## src/rtl/des_cbc_pkg.sv

```systemverilog
// Shared definitions for the DES block-chaining front end.
// Block width, state encoding, mode encoding and watchdog limit.
package des_cbc_pkg;
  localparam int BLK_W   = 64;
  localparam int TIMEOUT = 63;
  localparam int WD_W    = 6;

  localparam logic ENC = 1'b0;
  localparam logic DEC = 1'b1;

  typedef logic [1:BLK_W] blk_t;

  typedef enum logic [1:0] {
    S_IDLE  = 2'd0,
    S_START = 2'd1,
    S_WAIT  = 2'd2,
    S_OUT   = 2'd3
  } state_e;
endpackage

```

## src/rtl/des_cbc_if.sv

```systemverilog
// Block stream plus per-block key/mode/IV controls between source/sink and des_cbc.
interface des_cbc_if;
  import des_cbc_pkg::*;

  logic mode_i;
  logic cbc_en_i;
  blk_t key_i;
  logic iv_load_i;
  blk_t iv_i;
  logic in_valid;
  logic in_ready;
  blk_t in_data;
  logic out_valid;
  logic out_ready;
  blk_t out_data;

  modport master (
    output mode_i, cbc_en_i, key_i, iv_load_i, iv_i, in_valid, in_data, out_ready,
    input  in_ready, out_valid, out_data
  );

  modport slave (
    input  mode_i, cbc_en_i, key_i, iv_load_i, iv_i, in_valid, in_data, out_ready,
    output in_ready, out_valid, out_data
  );
endinterface

```

## src/rtl/des_cbc_xor.sv

```systemverilog
// 64-bit XOR with bypass; serves as both the CBC pre-XOR and post-XOR.
module des_cbc_xor
  import des_cbc_pkg::*;
(
  input  blk_t a,
  input  blk_t b,
  input  logic bypass,
  output blk_t y
);
  assign y = bypass ? a : (a ^ b);
endmodule

```

## src/rtl/des_cbc.sv

```systemverilog
// ECB/CBC chaining front end for the iterative DES core: one block in flight,
// holds chain register and key/mode snapshot, watchdog aborts a stuck core.
module des_cbc
  import des_cbc_pkg::*;
(
  input  logic         clk,
  input  logic         reset,
  des_cbc_if.slave     bus,
  output logic         core_enable,
  output logic         core_mode,
  output blk_t         core_key,
  output blk_t         core_data,
  input  blk_t         core_result,
  input  logic         core_ready,
  output logic         busy_o,
  output logic         err_o
);
  state_e          state, state_nxt;
  blk_t            chain_reg, save_reg, out_reg;
  blk_t            chain_sel, pre_x, post_x;
  logic            cbc_q;
  logic [WD_W-1:0] wd_cnt;
  logic            accept, res_take, wd_expire;

  // Gated by reset so every output reads 0 while reset is held.
  assign bus.in_ready  = reset && (state == S_IDLE);
  assign bus.out_valid = (state == S_OUT);
  assign bus.out_data  = out_reg;

  assign accept    = bus.in_valid && bus.in_ready;
  assign res_take  = (state == S_WAIT) && core_ready;
  assign wd_expire = (state == S_WAIT) && !core_ready && (wd_cnt == WD_W'(TIMEOUT));
  assign chain_sel = bus.iv_load_i ? bus.iv_i : chain_reg;

  des_cbc_xor u_pre (
    .a      (bus.in_data),
    .b      (chain_sel),
    .bypass (!(bus.cbc_en_i && (bus.mode_i == ENC))),
    .y      (pre_x)
  );

  des_cbc_xor u_post (
    .a      (core_result),
    .b      (chain_reg),
    .bypass (!(cbc_q && (core_mode == DEC))),
    .y      (post_x)
  );

  always_ff @(posedge clk or negedge reset) begin
    if (!reset) state <= S_IDLE;
    else        state <= state_nxt;
  end

  always_comb begin
    state_nxt   = state;
    core_enable = 1'b0;
    busy_o      = (state != S_IDLE);
    unique case (state)
      S_IDLE:  if (accept) state_nxt = S_START;
      S_START: begin
        core_enable = 1'b1;
        state_nxt   = S_WAIT;
      end
      // core_ready wins over a simultaneous watchdog expiry
      S_WAIT: begin
        if (core_ready)     state_nxt = S_OUT;
        else if (wd_expire) state_nxt = S_IDLE;
      end
      S_OUT:   if (bus.out_ready) state_nxt = S_IDLE;
      default: state_nxt = S_IDLE;
    endcase
  end

  always_ff @(posedge clk or negedge reset) begin
    if (!reset) begin
      chain_reg <= '0;
      save_reg  <= '0;
      out_reg   <= '0;
      cbc_q     <= 1'b0;
      core_mode <= 1'b0;
      core_key  <= '0;
      core_data <= '0;
      wd_cnt    <= '0;
      err_o     <= 1'b0;
    end else begin
      if ((state == S_IDLE) && bus.iv_load_i) chain_reg <= bus.iv_i;

      if (accept) begin
        core_mode <= bus.mode_i;
        cbc_q     <= bus.cbc_en_i;
        core_key  <= bus.key_i;
        core_data <= pre_x;
        save_reg  <= bus.in_data;
        err_o     <= 1'b0;
      end

      if (state == S_START)     wd_cnt <= '0;
      else if (state == S_WAIT) wd_cnt <= wd_cnt + 1'b1;

      if (wd_expire) err_o <= 1'b1;

      // Encrypt chains on the new ciphertext, decrypt on the received one.
      if (res_take) begin
        out_reg <= post_x;
        if (cbc_q) chain_reg <= (core_mode == ENC) ? core_result : save_reg;
      end
    end
  end
endmodule

```

## src/flat_wrapper.sv

```systemverilog
// flat-port wrapper written by rule: the top's interface ports become plain ports
module des_cbc_flat import des_cbc_pkg::*;
  (clk, reset, core_enable, core_mode, core_key, core_data, core_result, core_ready, busy_o, err_o, bus_mode_i, bus_cbc_en_i, bus_key_i, bus_iv_load_i, bus_iv_i, bus_in_valid, bus_in_data, bus_out_ready, bus_in_ready, bus_out_valid, bus_out_data);
  des_cbc_if bus_i ();
  input  logic clk;
  input  logic reset;
  output logic core_enable;
  output logic core_mode;
  output blk_t core_key;
  output blk_t core_data;
  input  blk_t core_result;
  input  logic core_ready;
  output logic busy_o;
  output logic err_o;
  input wire logic [$bits(bus_i.mode_i)-1:0] bus_mode_i;
  input wire logic [$bits(bus_i.cbc_en_i)-1:0] bus_cbc_en_i;
  input wire logic [$bits(bus_i.key_i)-1:0] bus_key_i;
  input wire logic [$bits(bus_i.iv_load_i)-1:0] bus_iv_load_i;
  input wire logic [$bits(bus_i.iv_i)-1:0] bus_iv_i;
  input wire logic [$bits(bus_i.in_valid)-1:0] bus_in_valid;
  input wire logic [$bits(bus_i.in_data)-1:0] bus_in_data;
  input wire logic [$bits(bus_i.out_ready)-1:0] bus_out_ready;
  output wire logic [$bits(bus_i.in_ready)-1:0] bus_in_ready;
  output wire logic [$bits(bus_i.out_valid)-1:0] bus_out_valid;
  output wire logic [$bits(bus_i.out_data)-1:0] bus_out_data;
  assign bus_i.mode_i = bus_mode_i;
  assign bus_i.cbc_en_i = bus_cbc_en_i;
  assign bus_i.key_i = bus_key_i;
  assign bus_i.iv_load_i = bus_iv_load_i;
  assign bus_i.iv_i = bus_iv_i;
  assign bus_i.in_valid = bus_in_valid;
  assign bus_i.in_data = bus_in_data;
  assign bus_i.out_ready = bus_out_ready;
  assign bus_in_ready = bus_i.in_ready;
  assign bus_out_valid = bus_i.out_valid;
  assign bus_out_data = bus_i.out_data;
  des_cbc u_core (.clk(clk), .reset(reset), .bus(bus_i), .core_enable(core_enable), .core_mode(core_mode), .core_key(core_key), .core_data(core_data), .core_result(core_result), .core_ready(core_ready), .busy_o(busy_o), .err_o(err_o));
endmodule
```

## config.mk

```make
export PLATFORM = sky130hd
export DESIGN_NAME = des_cbc_flat
export DESIGN_NICKNAME = d
export VERILOG_FILES = /design/src/rtl/des_cbc_pkg.sv /design/src/rtl/des_cbc_if.sv /design/src/rtl/des_cbc_xor.sv /design/src/rtl/des_cbc.sv /design/src/flat_wrapper.sv
export SDC_FILE = /design/constraint.sdc
export NUM_CORES = 1
export LEC_CHECK = 0
export ABC_AREA = 1
export CAP_MARGIN = 20
export CORE_UTILIZATION = 40
export DETAILED_ROUTE_END_ITERATION = 8
export PLACE_DENSITY = 0.8
export SYNTH_ARGS = -nofsm -noshare
export SYNTH_HDL_FRONTEND = slang
export SYNTH_SLANG_ARGS = --single-unit
export TNS_END_PERCENT = 100
```

## constraint.sdc

```tcl
create_clock -name clk -period 4 [get_ports clk]
set_input_delay 0.8 -clock clk [delete_from_list [all_inputs] [get_ports clk]]
set_output_delay 0.8 -clock clk [all_outputs]
set_load 0.01 [all_outputs]
```

# Word-level counts from Yosys, hierarchy flattened
# Cells that the tools add are included.
[classes]
n_addsub = 1
eq_ne = 7
mux = 17
bitwise_logic = 3
n_reduce_logical = 14
[ops]
columns = ["op", "n"]
rows = [
  ["2-to-1 mux 64 bit", 7],
  ["XOR 64 bit", 2],
  ["2-to-1 mux 6 bit", 2],
  ["logical AND 1 bit", 8],
  ["2-to-1 mux 2 bit", 4],
  ["one-hot mux 2 bit (4 select lines)", 1],
  ["adder 6 x 1 -> 6 bit, second input constant", 1],
  ["equality test 6 bit, second input constant", 1],
  ["nonzero test 2 bit", 3],
  ["equality test 2 bit, second input constant", 2],
  ["2-to-1 mux 1 bit", 3],
  ["!= test 3 x 2 -> 1 bit, second input constant", 1],
  ["AND reduction 3 bit", 1],
  ["equality test 2 x 1 -> 1 bit, second input constant", 1],
  ["logical NOT 2 bit", 1],
  ["!= test 2 x 1 -> 1 bit, second input constant", 1],
  ["!= test 2 bit, second input constant", 1],
  ["logical NOT 1 bit", 1],
  ["NOT 1 bit", 1],
]
[word_totals]
register_bits = 331
inputBits = 264
output_inout_bits = 198
word_cells = 52

# Logic depth before layout (Yosys ltp)
# Gate-level depths: netlist (run 1).
[depth]
depth_word = 6
mapped_depth = 10
mapped_depth_nobuf = 8

# Modules after synthesis
# From an unflattened synthesis (run 1), not the netlist that was laid out.
[unflattened]
cells_unflattened = 2469
hier_area_um2 = 17905.9
[modules_own_cells]
columns = ["mod", "n_inst", "cells_per_inst", "area_per_inst_um2", "seq_area_each_um2"]
rows = [
  ["des_cbc", 1, 1671, 14592.7, 8282.9],
  ["des_cbc_xor", 2, 399, 1656.6, 0.0],
]

# Worst setup path before layout (run 1)
# No wires, ideal clock.
[synth_timing]
path_kind = "input to output"
start = "input port reset"
end = "output port bus_in_ready"
t_arrival_ns = 1.218
t_required_ns = 3.200
path_slack_ns = 1.982
stages = 3
n_path_buf = 1
cell_sequence = "nand2_1 > inv_2 > clkbuf_1"
[synth_via]
elab_chain_len = 1
[synth_lines]
columns = ["item", "line", "source"]
rows = [
  ["from (decl)", "flat_wrapper.sv:6", "input logic reset;"],
  ["logical AND 1 bit", "des_cbc.sv:26", "assign bus.in_ready = reset && (state == S_IDLE);"],
  ["to (decl)", "flat_wrapper.sv:23", "output wire logic [$bits(bus_i.in_ready)-1:0] bus_in_ready;"],
]
# No other way between the ends.

# Worst setup path after layout (run 1)
[layout_timing]
start = "register u_core.state[1]"
end = "output port bus_in_ready"
[layout_via]
elab_chain_len = 2
[layout_lines]
columns = ["item", "line", "source"]
rows = [
  ["from (decl)", "des_cbc.sv:18", "state_e state, state_nxt;"],
  ["from (signal assigned)", "des_cbc.sv:51", "else state <= state_nxt;"],
  ["logical NOT 2 bit", "des_cbc.sv:26", ""],
  ["logical AND 1 bit", "des_cbc.sv:26", ""],
]
# No other way between the ends.

==> flow_metrics.env, run 1 <==
export IMPL_outcome="complete, no violations"
export IMPL_p_seq_share_pct=36.4
export IMPL_async_flop_share_pct=100
export IMPL_swShare_pct=38.3
export IMPL_power_density_nw_per_um2=710
export IMPL_reg2reg_to="u_core.core_data[50]"
export IMPL_synth_most_common_cell="nand2_1"
export IMPL_wl_per_cell_um=17.4
export IMPL_fillers=3759
export IMPL_grt_pass1_wl_um=91200
export IMPL_antenna_left=0
export IMPL_p_total_mw=16.5
export IMPL_min_period_ps=3260
export IMPL_hold_class="in2async"
export IMPL_max_freq_mhz=307
export IMPL_synth_seq_area_share_pct=48.2
export IMPL_p_comb_share_pct=42.4
export IMPL_drive_gt1_share_pct=3.41
export IMPL_post_route_cell_area_um2=23300
export IMPL_cp_required_ps=3200
export IMPL_die_h_um=209
export IMPL_cp_max_fo=22
export IMPL_core_rowCount=75
export IMPL_hpwl_um=39200
export IMPL_arrival_ps=2460
export IMPL_vias_per_cell=5.27
export IMPL_synth_edff_count=0
export IMPL_yosys_register_bits=331
export IMPL_hold_slack_ps=72.1
export IMPL_htreeDepth=2
export IMPL_setup_viol=0
export IMPL_max_cap_viol_count=0
export IMPL_regToRegStartpoint="u_core.state[1]"
export IMPL_initial_utilization_pct=40.8
export IMPL_slew_headroom_pct=29.4
export IMPL_final_core_util_pct=55.3
export IMPL_synthDominantCellAreaShare_pct=48.2
export IMPL_p_leak_nw=11.2
export IMPL_synth_cells=2408
export IMPL_syn_area_um2=17200
export IMPL_hold_viol_final=0
export IMPL_dpl_cell_area_um2=22000
export IMPL_post_route_drc_count=0
export IMPL_die_x_um=209
export IMPL_synthesis_nets=2678
export IMPL_ff_latch_area_um2=8290
export IMPL_gp_congestion=0.877
export IMPL_numCtsBuffers=38
export IMPL_clock_sinks=331
export IMPL_cts_buffer_depth=3
export IMPL_io_pins=462
export IMPL_root_buffer="clkbuf_16"
export IMPL_synth_top_cells_by_area="dfrtp_1 48%, nand2_1 16%, nand3_1 9.5%"
export IMPL_drv_slew=0
export IMPL_ir_drop_mv=0.590
export IMPL_core_um2=42100
export IMPL_yosys_warnings=0
export IMPL_syn2layout_area_growth_pct=35.6
export IMPL_synthFlopType="dfrtp_1"
export IMPL_grt_pass1_vias=17200
export IMPL_start_kind="flip-flop"
export IMPL_holdBufCountCts=0
export IMPL_worst_slew_pin_slew_ps=1060
export IMPL_path_class="reg2out"
export IMPL_antenna_found_initial=8
export IMPL_dieArea_um2=43800
export IMPL_dr_pass1_iters=7
export IMPL_fin_tns_setup_ps=0
export IMPL_yosys_cell_types_count=22
export IMPL_crit_end="bus_in_ready"
export IMPL_ys_top_cells_by_count="728 x nand2_1, 331 x dfrtp_1, 326 x nor2_1, 325 x nand3_1, 206 x inv_1"
export IMPL_fin_skew_ps=14.0
export IMPL_vias=17700
export IMPL_cts_tree="yes"
export IMPL_rsz0062_at_grt="false"
export IMPL_cts_setup_buffers=0
export IMPL_p_int_mw=10.2
export IMPL_cp_end_kind="output pin"
export IMPL_track_usage_pct=26.3
export IMPL_path_clk_slew_ps=70
export IMPL_routed_wl_um=58300
export IMPL_fin_crit_sh_pct=81.5
export IMPL_startpoint="u_core.state[1]"
export IMPL_clkPwrFrac_pct=21.2
export IMPL_port_buffers=461
export IMPL_multi_input_area_um2=7410
export IMPL_rrSetupSlack_ps=1270
export IMPL_p_switching_mw=6.33
export IMPL_fin_nets=3060
export IMPL_grt_max_degree=164
export IMPL_worstSkewPairLatency_ps=550
export IMPL_synth_area_leader_cell="dfrtp_1"
export IMPL_grt_ovfl_total=0
export IMPL_drt_initial_drc_count=1684
export IMPL_reg2reg_depth=9
export IMPL_avgSynthCellArea_um2=7.14
export IMPL_cts_resized=0
## per-stage QoR
stage	std cells	worst slack, ps
floorplan	2408	1980
global placement	3289	1080
detailed placement	3289	1020
CTS	3356	740
global route	3361	614
finish	3362	741
## layout make-up
cell class                      instances  area share (%)
Tap cell                              539            2.89
Inverter                              209            3.38
Sequential cell                       331            35.6
Clock inverter                          6           0.252
Multi-Input combinational cell       1722            31.8
Clock buffer                           61            5.07
Antenna cell                            6          0.0644
Timing Repair Buffer                  488            21.0
## per-layer routing
| metal | share of wire (%) | vias up | wire (µm) | global-route usage [%] |
|---|---|---|---|---|
| li1 | - | 8389 | - | - |
| met1 | 38 | 8334 | 22300 | 31.6 |
| met2 | 48 | 852 | 27900 | 43.5 |
| met3 | 9.5 | 155 | 5520 | 7.14 |
| met4 | 4.5 | 4 | 2630 | 13.4 |
| met5 | 0.045 | - | 26 | 0 |
## worst max-delay path, stage by stage (launching register included)
cell and delay [ps]:
dfrtp_1 430, inv_1 150, ha_1 270, nand2_1 100
inv_2 340, clkdlybuf4s50_1 620
## cells by family after synthesis
| family | count (synthesis) | synth area share [%] |
|---|---|---|
| adder cells (fa/ha/maj) | 6 | 0.437 |
| flip-flops | 331 | 48.2 |
| AO/OA/AOI/OAI | 331 | 9.68 |
| AND/OR/NAND/NOR | 1383 | 32.6 |
| buffers and inverters | 355 | 8.95 |
| XOR/XNOR | 2 | 0.102 |
## how the worst min path moves through the flow
stage,to,start,slack [ps],cells past startpoint
after floorplan,u_core.save_reg[62],u_core.save_reg[62],450,2
after global placement,u_core.core_key[19],u_core.core_key[19],450,2
after detailed placement,u_core.core_key[35],u_core.core_key[35],460,2
after CTS,u_core.chain_reg[4],reset,50,1
after global routing,u_core.chain_reg[4],reset,60,1
final,u_core.core_data[6],reset,70,1
## power groups by stage
stage / Combinational (mW) / Clock (mW) / Sequential [mW]
after global placement: 6.77 / 0 / 5.96
after global routing: 7.74 / 3.68 / 6.18
final: 7.02 / 3.50 / 6.02
after detailed placement: 6.99 / 0 / 6.02
after CTS: 7.04 / 3.56 / 6.00
after floorplan: 3.33 / 0 / 6.20
## placed cells by master (no fill, tap or decap)
| master | count |
|---|---|
| nand2_4 | 4 |
| nand2_2 | 1 |
| o31ai_1 | 1 |
| o21ai_1 | 75 |
| inv_4 | 1 |
| xnor2_1 | 2 |
| nand2_8 | 1 |
| clkbuf_1 | 12 |
| buf_8 | 1 |
| nand3_1 | 325 |
| buf_4 | 21 |
| dfrtp_4 | 1 |
| o211ai_1 | 1 |
| ha_1 | 6 |
| clkbuf_16 | 41 |
| buf_2 | 1 |
| buf_12 | 6 |
| clkinv_2 | 4 |
| nand2_1 | 724 |
| inv_1 | 205 |
| o21ai_0 | 185 |
| or2_2 | 1 |
| nand4_1 | 1 |
| clkinv_4 | 1 |
| inv_2 | 3 |
| o21bai_1 | 1 |
| diode_2 | 6 |
| nor2_1 | 326 |
| dfrtp_1 | 330 |
| clkdlybuf4s50_1 | 459 |
| clkbuf_8 | 8 |
| a21oi_1 | 68 |
| bufinv_16 | 1 |
Note: power is estimated with default switching activity, not from simulation.
==> run 2, diff against run 1 <==
--- a/config.mk
+++ b/config.mk
@@ -9,7 +9,7 @@
 export CAP_MARGIN = 20
 export CORE_UTILIZATION = 40
 export DETAILED_ROUTE_END_ITERATION = 8
-export PLACE_DENSITY = 0.8
+export PLACE_DENSITY = 0.83
 export SYNTH_ARGS = -nofsm -noshare
 export SYNTH_HDL_FRONTEND = slang
 export SYNTH_SLANG_ARGS = --single-unit
==> constraint.sdc (replaced) <==
create_clock -name clk -period 2.7 [get_ports clk]
set_input_delay 0.54 -clock clk [delete_from_list [all_inputs] [get_ports clk]]
set_output_delay 0.54 -clock clk [all_outputs]
set_load 0.01 [all_outputs]
==> run 2 against run 1 <==
Compared with the run above:
- worst setup slack lost 650 ps
- register-to-register slack got worse by 740 ps
- sequential share of layout area down 0.45 points
- final area is 1.3% higher
- sequential power up 47%
- clock power is 53% higher
- highest routed layer is now met4
==> flow_metrics.env, run 2 (synthesized netlist as in run 1, its figures left out) <==
export IMPL_clkPwrFrac_pct=21.5
export IMPL_critPathMaxStageDelay_ps=560
export IMPL_vias=17800
export IMPL_power_density_nw_per_um2=1050
export IMPL_reg2reg_depth=11
export IMPL_min_period_ps=2610
export IMPL_grt_use_met1_pct=30.7
export IMPL_placedCellCount=3301
export IMPL_core_rowCount=75
export IMPL_routed_wl_um=58500
export IMPL_initial_utilization_pct=40.8
export IMPL_dieArea_um2=43800
export IMPL_syn2layout_area_growth_pct=37.3
export IMPL_fin_skew_ps=18.2
export IMPL_dr_pass1_iters=5
export IMPL_p_switching_mw=9.45
export IMPL_instances_no_fill=3377
export IMPL_reg2reg_to="u_core.core_data[39]"
export IMPL_io_pins=462
export IMPL_grt_pass1_wl_um=91000
export IMPL_vias_per_cell=5.28
export IMPL_max_freq_mhz=383
export IMPL_arrival_ps=2070
export IMPL_fin_nets=3075
export IMPL_drv_slew=0
export IMPL_post_route_drc_count=0
export IMPL_cp_end_kind="output pin"
export IMPL_final_common_cell="nand2_1"
export IMPL_outcome="complete, no violations"
export IMPL_numCtsBuffers=39
export IMPL_ir_drop_mv=0.707
export IMPL_gp_congestion=0.886
export IMPL_swShare_pct=38.0
export IMPL_start_kind="flip-flop"
export IMPL_rrSetupSlack_ps=530
export IMPL_slowest_stage="clkdlybuf4s50_1"
export IMPL_worst_slew_pin_slew_ps=850
export IMPL_cts_tree="yes"
export IMPL_hold_viol_final=0
export IMPL_slew_headroom_pct=43.3
export IMPL_grt_ovfl_total=0
export IMPL_p_int_mw=15.4
export IMPL_rsz0062_at_grt="false"
export IMPL_cp_required_ps=2160
export IMPL_regToRegStartpoint="u_core.state[1]"
export IMPL_p_seq_share_pct=35.5
export IMPL_crit_top_cell="inv_1"
export IMPL_use_met2_pct=44.8
export IMPL_hold_class="reg2reg"
export IMPL_die_h_um=209
export IMPL_antenna_left=0
export IMPL_grt_max_degree=129
export IMPL_worstSkewPairLatency_ps=550
export IMPL_clock_sinks=331
export IMPL_fin_tns_setup_ps=0
export IMPL_path_clk_slew_ps=60
export IMPL_die_x_um=209
export IMPL_crit_end="busy_o"
export IMPL_grt_use_met3_pct=6.54
export IMPL_busiest_layer="met2"
export IMPL_track_usage_pct=26.3
export IMPL_hpwl_um=39900
export IMPL_antenna_found_initial=6
export IMPL_path_cells="inv_1 > ha_1 > buf_4 > inv_1 > clkdlybuf4s50_1"
export IMPL_p_leak_nw=11.4
export IMPL_setup_viol=0
export IMPL_cts_buffer_depth=3
export IMPL_drt_initial_drc_count=1529
export IMPL_htreeDepth=2
export IMPL_root_buffer="clkbuf_16"
export IMPL_path_class="reg2out"
export IMPL_startpoint="u_core.state[1]"
export IMPL_cp_max_fo=5
export IMPL_fin_crit_sh_pct=96.7
export IMPL_grt_pass1_vias=17500
export IMPL_p_comb_share_pct=42.9
export IMPL_port_buffers=461
export IMPL_core_um2=42100
export IMPL_drive_gt1_share_pct=4.06
export IMPL_final_cell_mix="724 x nand2_1, 459 x clkdlybuf4s50_1, 329 x dfrtp_1, 326 x nor2_1, 325 x nand3_1"
export IMPL_holdPathStages=2
export IMPL_max_cap_viol_count=0
export IMPL_wl_per_cell_um=17.3
-- run 2: cell count changes in the layout (fill, tap and decap cells not counted), sizes merged --
cell         before  now
buf              29   42
clkinvlp          0    2
clkbuf           61   55
clkinv            5    8
bufinv            1    3
dlygate4sd3       0    1
-- run 2: final cells by class --
type,count,area [µm²]
diodes,6,15.0
clock buffers,55,1140
clock inverters,13,149
fillers,3697,18500
inverters,209,790
multi-input cells,1722,7410
flip-flops and latches,331,8290
well taps,539,674
repair buffers,502,5140
-- run 2: worst min path at each step --
| stage | startpoint | endpoint | slack, ps |
|---|---|---|---|
| 5_1_grt | u_core.core_key[55] | u_core.core_key[55] | 490 |
| 6_report | u_core.core_key[55] | u_core.core_key[55] | 470 |
| 4_1_cts | u_core.core_key[54] | u_core.core_key[54] | 470 |
| 3_5_place_dp | u_core.core_key[54] | u_core.core_key[54] | 460 |
| 2_1_floorplan | reset | u_core.bus.out_data[0] | 240 |
| 3_3_place_gp | u_core.core_key[35] | u_core.core_key[35] | 450 |
-- run 2: timing repair --
item | CTS | global route
hold buffers | 1 | 0
setup endpoints to repair | 1 | 1
endpoints found under the hold margin | 15 | 0
buffers inserted | 1 | 0
resized for setup | 1 | 1
-- run 2: critical path: cells and delay by family, from the launching register on --
kind,cells,cell delay (ps)
adders and majority gates,1,210
DFF,1,400
buffers and inverters,4,930
-- run 2: power groups by stage --
stage                     clock (mW)  combinational (mW)  sequential [mW]
after detailed placement           0                10.6             8.82
after global routing            5.62                11.7             9.06
after floorplan                    0                4.94             9.18
final                           5.36                10.7             8.83
after global placement             0                10.3             8.73
after CTS                       5.45                10.7             8.78
-- run 2: through the flow --
stage	instance area (µm²)	total power [mW]	setup slack (ps)	util, %	hold WS (ps)
3_5_place_dp	22300	19.4	474	52.9	458
5_1_grt	23600	26.4	4.36	56.0	488
6_report	23600	24.9	88.0	56.0	469
4_1_cts	23600	24.9	22.3	56.0	472
3_3_place_gp	22300	19.0	527	52.9	454
2_1_floorplan	17200	14.1	1040	-	244
-- run 2: per-layer routing --
layer	share of wire (%)	wire length, µm	vias up
met3	9.1	5350	149
met5	0	0	-
met1	38	22400	8410
met4	4.1	2410	0
li1	-	-	8409
met2	48	28400	865
==> run 3, diff against run 2 <==
--- a/config.mk
+++ b/config.mk
@@ -10,6 +10,7 @@
 export CORE_UTILIZATION = 40
 export DETAILED_ROUTE_END_ITERATION = 8
 export PLACE_DENSITY = 0.83
+export SETUP_SLACK_MARGIN = 0.05
 export SYNTH_ARGS = -nofsm -noshare
 export SYNTH_HDL_FRONTEND = slang
 export SYNTH_SLANG_ARGS = --single-unit
==> run 3 against run 2 <==
Compared with the run above:
- final cell count about the same
- non-clock buffer count rose by 1
- critical path depth did not move
- critical path type unchanged
- largest cell class unchanged
==> flow_metrics.env, run 3 (synthesized netlist as in run 1, its figures left out) <==
export IMPL_die_x_um=209
export IMPL_cp_max_fo=5
export IMPL_fin_crit_sh_pct=93.5
export IMPL_min_period_ps=2520
export IMPL_grt_pass1_vias=17500
export IMPL_crit_buf_inv=3
export IMPL_cp_end_kind="output pin"
export IMPL_vias=17800
export IMPL_drt_initial_drc_count=1605
export IMPL_worst_slew_pin_slew_ps=849
export IMPL_hpwl_um=39900
export IMPL_cp_required_ps=2160
export IMPL_outcome="complete, no violations"
export IMPL_post_place_ws_ps=474
export IMPL_numCtsBuffers=39
export IMPL_hold_class="reg2reg"
export IMPL_max_cap_viol_count=0
export IMPL_slowest_stage="clkdlybuf4s50_1"
export IMPL_fin_nets=3076
export IMPL_path_class="reg2out"
export IMPL_cts_tree="yes"
export IMPL_die_h_um=209
export IMPL_slew_headroom_pct=43.4
export IMPL_final_common_cell="nand2_1"
export IMPL_p_leak_nw=11.4
export IMPL_dieArea_um2=43800
export IMPL_track_usage_pct=26.3
export IMPL_clock_sinks=331
export IMPL_io_pins=462
export IMPL_rsz0062_at_grt="false"
export IMPL_hold_viol_final=0
export IMPL_crit_family="buffers and inverters"
export IMPL_path_clk_slew_ps=60
export IMPL_grt_pass1_wl_um=91100
export IMPL_fin_skew_ps=18.4
export IMPL_start_kind="flip-flop"
export IMPL_arrival_ps=1980
export IMPL_fin_tns_setup_ps=0
export IMPL_initial_utilization_pct=40.8
export IMPL_port_buffers=461
export IMPL_cts_buffer_depth=3
export IMPL_hold_slack_ps=469
export IMPL_drive_gt1_share_pct=4.06
export IMPL_worstSkewPairLatency_ps=550
export IMPL_antenna_found_initial=6
export IMPL_power_density_nw_per_um2=1050
export IMPL_ir_drop_mv=0.708
export IMPL_gp_congestion=0.886
export IMPL_core_um2=42100
export IMPL_post_route_drc_count=0
export IMPL_max_freq_mhz=396
export IMPL_vias_per_cell=5.27
export IMPL_drv_slew=0
export IMPL_final_cell_mix="724 x nand2_1, 458 x clkdlybuf4s50_1, 330 x dfrtp_1, 326 x nor2_1, 325 x nand3_1"
export IMPL_routed_wl_um=58500
export IMPL_fin_ws_ps=176
export IMPL_grt_ovfl_total=0
export IMPL_root_buffer="clkbuf_16"
export IMPL_dr_pass1_iters=6
export IMPL_htreeDepth=2
export IMPL_setup_viol=0
export IMPL_critPathMaxStageDelay_ps=530
export IMPL_syn2layout_area_growth_pct=37.4
export IMPL_antenna_left=0
export IMPL_wl_per_cell_um=17.3
export IMPL_grt_max_degree=129
export IMPL_path_cells="inv_1 > ha_1 > nand2_1 > inv_4 > clkdlybuf4s50_1"
export IMPL_core_rowCount=75
run 3: per-stage QoR:
step	util (%)	instances	cell area (µm²)	total power, mW
after floorplan	-	2408	17200	14.1
after global placement	52.9	3301	22300	19.0
after detailed placement	52.9	3301	22300	19.4
after global routing	56.0	3376	23600	26.4
final	56.0	3378	23600	24.9
after CTS	56.0	3372	23600	24.9
run 3: what timing repair did:
item,CTS,global route
setup buffers,2,0
gates resized for setup,1,1
hold buffers,1,0
endpoints found under the setup margin,2,1
hold endpoints to repair,15,0
run 3: tightest hold or removal path: cells and delay by family, from the launching register on:
kind / cells / cell delay [ps]
flops: 1 / 340
simple gates: 2 / 110
run 3: area by class of cell:
class | instances | area [µm²]
Clock buffer | 55 | 1140
Antenna cell | 6 | 15.0
Timing Repair Buffer | 503 | 5150
Sequential cell | 331 | 8290
Clock inverter | 13 | 149
Inverter | 209 | 790
Tap cell | 539 | 674
Fill cell | 3694 | 18500
Multi-Input combinational cell | 1722 | 7410
run 3: power by group:
group | switching [mW] | internal, mW
registers | 1.45 | 7.36
clock network | 2.13 | 3.22
logic | 5.86 | 4.83
total | 9.45 | 15.4
run 3: worst paths after layout:
| check | start | to | slack [ps] | depth (start not counted) |
|---|---|---|---|---|
| max | u_core.state[1] | bus_in_ready | 180 | 5 |
| min | u_core.core_key[55] | u_core.core_key[55] | 470 | 2 |
| max reg2reg | u_core.state[1] | u_core.core_data[39] | 530 | 11 |
| min reg2reg | u_core.core_key[55] | u_core.core_key[55] | 470 | 2 |
| max in group asynchronous | reset | u_core.core_mode | 670 | 4 |
| min in group asynchronous | reset | u_core.save_reg[54] | 580 | 3 |
run 3: layer usage:
layer | GRT usage, % | vias up | part of all wire, %
li1 | - | 8412 | -
met1 | 30.7 | 8408 | 38
met2 | 44.8 | 855 | 49
met3 | 6.54 | 133 | 9.3
met4 | 13.5 | 0 | 3.9
met5 | 0 | - | 0
